--- src/rtl/contador_param_if.sv ---
// Bus bundle for contador_param: control/data inputs and registered counter outputs.
// There is no valid/ready pair: the counter samples enable/cin/mode/D on every rising edge
// and its outputs Q/rco/load/ovf are valid from just after that edge until the next one.
interface contador_param_if #(
  parameter int WIDTH = 8
);
  logic             enable;
  logic             cin;
  logic [1:0]       mode;
  logic [WIDTH-1:0] D;
  logic [WIDTH-1:0] Q;
  logic             rco;
  logic             load;
  logic             ovf;

  modport master (
    output enable, cin, mode, D,
    input  Q, rco, load, ovf
  );

  modport slave (
    input  enable, cin, mode, D,
    output Q, rco, load, ovf
  );
endinterface

--- src/rtl/contador_param.sv ---
// Parametrised cascadable counter: up by STEP / down by 1 / up by 1 / load, with
// wrap-or-clamp policy, registered ripple-carry and load strobes and a sticky overflow flag.
module contador_param #(
  parameter int unsigned      WIDTH    = 8,
  parameter int unsigned      STEP     = 3,
  parameter logic [WIDTH-1:0] MAX      = '1,
  parameter bit               SATURATE = 1'b0
) (
  input logic              clk,
  input logic              reset,
  contador_param_if.slave  bus
);

  localparam logic [1:0] MODE_UP_STEP = 2'b00;
  localparam logic [1:0] MODE_DOWN    = 2'b01;
  localparam logic [1:0] MODE_UP_ONE  = 2'b10;
  localparam logic [1:0] MODE_LOAD    = 2'b11;

  localparam logic [WIDTH:0]   MAX_X  = {1'b0, MAX};
  localparam logic [WIDTH:0]   STEP_X = (WIDTH+1)'(STEP);
  localparam logic [WIDTH:0]   ONE_X  = (WIDTH+1)'(1);
  localparam logic [WIDTH-1:0] ONE_W  = WIDTH'(1);

  logic [WIDTH-1:0] q_r,    q_nxt;
  logic             rco_r,  rco_nxt;
  logic             load_r, load_nxt;
  logic             ovf_r,  ovf_nxt;
  logic [WIDTH:0]   inc;
  logic [WIDTH:0]   sum;

  always_comb begin
    q_nxt    = q_r;
    rco_nxt  = 1'b0;
    load_nxt = 1'b0;
    ovf_nxt  = ovf_r;
    inc      = (bus.mode == MODE_UP_STEP) ? STEP_X : ONE_X;
    sum      = {1'b0, q_r} + inc;

    if (bus.enable) begin
      if (bus.mode == MODE_LOAD) begin
        q_nxt    = (bus.D > MAX) ? MAX : bus.D;
        load_nxt = 1'b1;
        ovf_nxt  = 1'b0;
      end else if (bus.cin) begin
        case (bus.mode)
          MODE_UP_STEP, MODE_UP_ONE: begin
            // Sum is one bit wider so a crossing past MAX is never lost to truncation.
            if (sum > MAX_X) begin
              rco_nxt = 1'b1;
              q_nxt   = SATURATE ? MAX : WIDTH'(sum - MAX_X - ONE_X);
            end else begin
              q_nxt = WIDTH'(sum);
            end
          end
          MODE_DOWN: begin
            if (q_r != '0) begin
              q_nxt = q_r - ONE_W;
            end else begin
              rco_nxt = 1'b1;
              q_nxt   = SATURATE ? '0 : MAX;
            end
          end
          default: q_nxt = q_r;
        endcase
        ovf_nxt = ovf_r | rco_nxt;
      end
    end
  end

  always_ff @(posedge clk or negedge reset) begin
    if (!reset) begin
      q_r    <= '0;
      rco_r  <= 1'b0;
      load_r <= 1'b0;
      ovf_r  <= 1'b0;
    end else begin
      q_r    <= q_nxt;
      rco_r  <= rco_nxt;
      load_r <= load_nxt;
      ovf_r  <= ovf_nxt;
    end
  end

  assign bus.Q    = q_r;
  assign bus.rco  = rco_r;
  assign bus.load = load_r;
  assign bus.ovf  = ovf_r;

endmodule
--- src/flat_wrapper.sv ---
// flat-port wrapper written by rule: the top's interface ports become plain ports
module contador_param_flat 
#(
  parameter int unsigned      WIDTH    = 8,
  parameter int unsigned      STEP     = 3,
  parameter logic [WIDTH-1:0] MAX      = '1,
  parameter bit               SATURATE = 1'b0
)
  (clk, reset, bus_enable, bus_cin, bus_mode, bus_D, bus_Q, bus_rco, bus_load, bus_ovf);
  contador_param_if #(.WIDTH(WIDTH)) bus_i ();
  input logic clk;
  input logic reset;
  input wire logic [$bits(bus_i.enable)-1:0] bus_enable;
  input wire logic [$bits(bus_i.cin)-1:0] bus_cin;
  input wire logic [$bits(bus_i.mode)-1:0] bus_mode;
  input wire logic [$bits(bus_i.D)-1:0] bus_D;
  output wire logic [$bits(bus_i.Q)-1:0] bus_Q;
  output wire logic [$bits(bus_i.rco)-1:0] bus_rco;
  output wire logic [$bits(bus_i.load)-1:0] bus_load;
  output wire logic [$bits(bus_i.ovf)-1:0] bus_ovf;
  assign bus_i.enable = bus_enable;
  assign bus_i.cin = bus_cin;
  assign bus_i.mode = bus_mode;
  assign bus_i.D = bus_D;
  assign bus_Q = bus_i.Q;
  assign bus_rco = bus_i.rco;
  assign bus_load = bus_i.load;
  assign bus_ovf = bus_i.ovf;
  contador_param #(.WIDTH(WIDTH), .STEP(STEP), .MAX(MAX), .SATURATE(SATURATE)) u_core (.clk(clk), .reset(reset), .bus(bus_i));
endmodule
--- config.mk ---
export PLATFORM = sky130hd
export DESIGN_NAME = contador_param_flat
export DESIGN_NICKNAME = d
export VERILOG_FILES = /design/src/rtl/contador_param_if.sv /design/src/rtl/contador_param.sv /design/src/flat_wrapper.sv
export SDC_FILE = /design/constraint.sdc
export NUM_CORES = 1
export LEC_CHECK = 0
export ABC_AREA = 0
export ABC_CLOCK_PERIOD_IN_PS = 2300
export BUFFER_PORTS_ARGS = -buffer_cell sky130_fd_sc_hd__buf_4
export CORE_MARGIN = 4
export CORE_UTILIZATION = 55
export CTS_BUF_LIST = sky130_fd_sc_hd__clkbuf_8
export DETAILED_ROUTE_END_ITERATION = 12
export PLACE_DENSITY = 0.9
export RECOVER_POWER = 100
export SETUP_SLACK_MARGIN = 0.15
export SLEW_MARGIN = 40
export SYNTH_ARGS = -nofsm -noshare
export SYNTH_HDL_FRONTEND = slang
export SYNTH_SLANG_ARGS = --single-unit
--- constraint.sdc ---
create_clock -name clk -period 2.3 [get_ports clk]
set_clock_uncertainty 0.1 [all_clocks]
set_input_delay 0.575 -clock clk [delete_from_list [all_inputs] [get_ports clk]]
set_output_delay 0.575 -clock clk [all_outputs]
set_load 0.05 [all_outputs]
==> flow_metrics.env <==
export IMPL_worst_pin_slew_ns=0.612
export IMPL_synth_seq_cells=11
export IMPL_rsz0062_at_grt="yes"
export IMPL_routed_via_density=6.58
export IMPL_peakVddDrop_mv=0.525
export IMPL_hp_class="in -> async"
export IMPL_clock_sinks=11
export IMPL_first_global_vias=1124
export IMPL_grt_use_total_pct=26.2
export IMPL_initial_utilization_pct=60.7
export IMPL_synth_area_sq_mm=0.00109
export IMPL_vias=1251
export IMPL_fin_crit_ns=2.25
export IMPL_slew_violations=0
export IMPL_async_flop_share_pct=100
export IMPL_core_area_sq_mm=0.00180
export IMPL_nets=185
export IMPL_io_pins=25
export IMPL_r2r_end="u_core.bus.ovf$_DFFE_PN0P_"
export IMPL_timing_critical_path_buf_inv=1
export IMPL_utilization_pct=75.9
export IMPL_period_share_pct=97.7
export IMPL_synth_top_cell_by_area="dfrtp_1"
export IMPL_slowest_stage="or4b_4"
export IMPL_synth_edff_count=0
export IMPL_clockBufferDepth=2
export IMPL_synth_top_area_share_pct=25.2
export IMPL_critPathLaunch="bus_mode[1]"
export IMPL_p_leak_uw=0.000570
export IMPL_rrSetupSlack_ns=0.07
export IMPL_rr_worst_depth=7
export IMPL_critPathTopFamily="compound AO/OA/AOI/OAI gates"
export IMPL_cts_htree_levels=1
export IMPL_synthesis_nets=155
export IMPL_insertion_delay_ns=0.24
export IMPL_gp_congestion=1.00
export IMPL_grt_max_degree=21
export IMPL_grt_ovfl_total=0
export IMPL_hpwl_um=2280
export IMPL_fmax_mhz=445
export IMPL_drc=0
export IMPL_maxCapViolCount=0
export IMPL_port_buffers=24
export IMPL_drive_gt1_share_pct=26.1
export IMPL_finalSetupViolCount=0
export IMPL_finalSetupTns_ns=0
export IMPL_die_area_sq_mm=0.00277
export IMPL_cts_tree="done"
export IMPL_crit_type="in -> reg"
export IMPL_post_place_cells=184
export IMPL_ys_warnings_count=0
export IMPL_cpPeakStageDelay_ns=0.48
export IMPL_areaGrowthSynthToFinish_pct=25.1
export IMPL_hold_viol=0
export IMPL_grt_pass1_wl_um=5330
export IMPL_drtIter0Drc=96
export IMPL_synth_cells=136
export IMPL_antennaDiodeCount=0
export IMPL_stdcell_count=190
export IMPL_layout_commonest_cell="buf_4"
export IMPL_startpoint_type="input port"
export IMPL_ctsHoldBuffers=0
export IMPL_cts_root_buf="clkbuf_8"
export IMPL_yosys_top_cells_area="dfrtp_1 25%, a21oi_1 5.0%, ha_1 4.6%"
export IMPL_layout_common_cells="22 x buf_4, 12 x nand2_1, 11 x a21oi_1, 11 x dfrtp_1, 10 x clkbuf_1"
export IMPL_dr_pass1_iters=4
export IMPL_clk_pin_slew_worst_paths_ns=0.05
export IMPL_worstSetupEndpointType="flip-flop"
export IMPL_outcome="finished, final reports clean"
export IMPL_wl_um=3240
export IMPL_cts_buffers=3
export IMPL_ant_nets=0
export IMPL_synth_top_flop_cell="dfrtp_1"
export IMPL_fp_row_count=15
export IMPL_p_total_uw=1140
export IMPL_die_width_um=52.6
export IMPL_syn_avg_cell_area_sq_um=8.04
export IMPL_worstPathCellList="buf_6 -> nor2_4 -> ha_1 -> ha_2 -> or4b_4 -> o21ai_2 -> a31oi_1 -> a211oi_2 -> o21bai_1"
export IMPL_p_per_area_mw_per_mm2=837
export IMPL_die_h_um=52.6
export IMPL_maxSlewHeadroom_pct=59.2
export IMPL_critical_path_arrival_ns=2.32
export IMPL_cp_max_fo=3
export IMPL_worst_ep_required_time_ns=2.37
export IMPL_antenna_found_initial=0
export IMPL_yosysSeqAreaShare_pct=25.2
export IMPL_r2r_start="u_core.bus.Q[1]$_DFFE_PN0P_"
export IMPL_yosysUniqueCellTypes=47
export IMPL_wl_per_cell_um=17.0
==> power breakdown <==
part | internal [uW] | switching, uW
Sequential | 228 | 92.3
Clock | 120 | 80.8
Combinational | 239 | 385
Total | 586 | 558
==> per-layer routing <==
layer	up-vias	GRT usage [%]	part of all wire, %
met1	583	36.1	39
li1	563	-	-
met4	0	13.2	3.1
met2	93	40.3	46
met3	12	2.28	12
met5	-	0	0
==> worst reg2reg max path, stage by stage, from the launching register on <==
cell	delay (ns)
dfrtp_1	0.43
ha_1	0.37
ha_2	0.19
or4b_4	0.48
o21ai_2	0.07
a31oi_1	0.10
a211oi_2	0.28
o21bai_1	0.14
==> through the flow <==
step	hold slack (ns)	worst slack [ns]	instance area, sq um
after floorplan	0.179	-0.157	1130
after global placement	0.314	-0.0655	1340
after detailed placement	0.318	-0.141	1340
after CTS	0.0596	0.0891	1400
after global routing	0.269	0.0188	1370
final	0.215	0.0523	1370
==> repair_timing <==
action | CTS | global route
buffers inserted | 2 | 0
endpoints found under the setup margin | 1 | 2
pin swaps | 0 | 3
resized for setup | 1 | 6
==> flip-flops by register name, summed over array words and instances, names as in the netlist <==
| register | count |
|---|---|
| u_core.bus.Q | 8 |
| u_core.bus.load | 1 |
| u_core.bus.ovf | 1 |
| u_core.bus.rco | 1 |
==> cell usage after synthesis, types with 2 or more instances <==
| library cell | instances |
|---|---|
| o211ai_1 | 3 |
| inv_1 | 6 |
| and3_1 | 2 |
| clkbuf_1 | 4 |
| nand4_1 | 2 |
| a31oi_1 | 3 |
| buf_6 | 2 |
| nor2b_1 | 2 |
| xnor2_1 | 2 |
| nand2b_1 | 2 |
| nor2_1 | 8 |
| nand2_1 | 12 |
| o21ai_1 | 5 |
| o221a_2 | 2 |
| nor3b_1 | 3 |
| o21bai_1 | 2 |
| and2_1 | 2 |
| a21oi_1 | 11 |
| nand3_1 | 6 |
| ha_1 | 4 |
| o21ai_0 | 7 |
| nand4b_1 | 3 |
| buf_2 | 4 |
| mux2i_1 | 2 |
| nor3_1 | 4 |
| o21a_1 | 2 |
| dfrtp_1 | 11 |
==> cells by family after synthesis <==
logic type	after synthesis	share of synthesized area [%]
AOI/OAI and AO/OA	45	27.5
adders and majority gates	5	6.41
DFF	11	25.2
muxes	3	2.86
and+or+nand+nor	52	27.7
xor gates and xnor gates	3	2.40
buffers and inverters	17	8.01
==> worst max-delay path by stage <==
stage | end | slack (ns) | cells after the start
global route | u_core.bus.ovf$_DFFE_PN0P_ | 0.02 | 9
detailed placement | u_core.bus.ovf$_DFFE_PN0P_ | -0.14 | 8
finish | u_core.bus.ovf$_DFFE_PN0P_ | 0.05 | 9
global placement | u_core.bus.ovf$_DFFE_PN0P_ | -0.07 | 9
floorplan | u_core.bus.ovf$_DFFE_PN0P_ | -0.16 | 9
CTS | u_core.bus.ovf$_DFFE_PN0P_ | 0.09 | 6
==> area by class of cell <==
type                    count  area (sq um)
multi-input cells         108           754
fillers                   145           434
flip-flops and latches     11           275
repair buffers             36           238
clock buffers               3          41.3
well taps                  25          31.3
inverters                   6          22.5
clock inverters             1          5.00
Note: power is estimated with default switching activity, not from simulation.
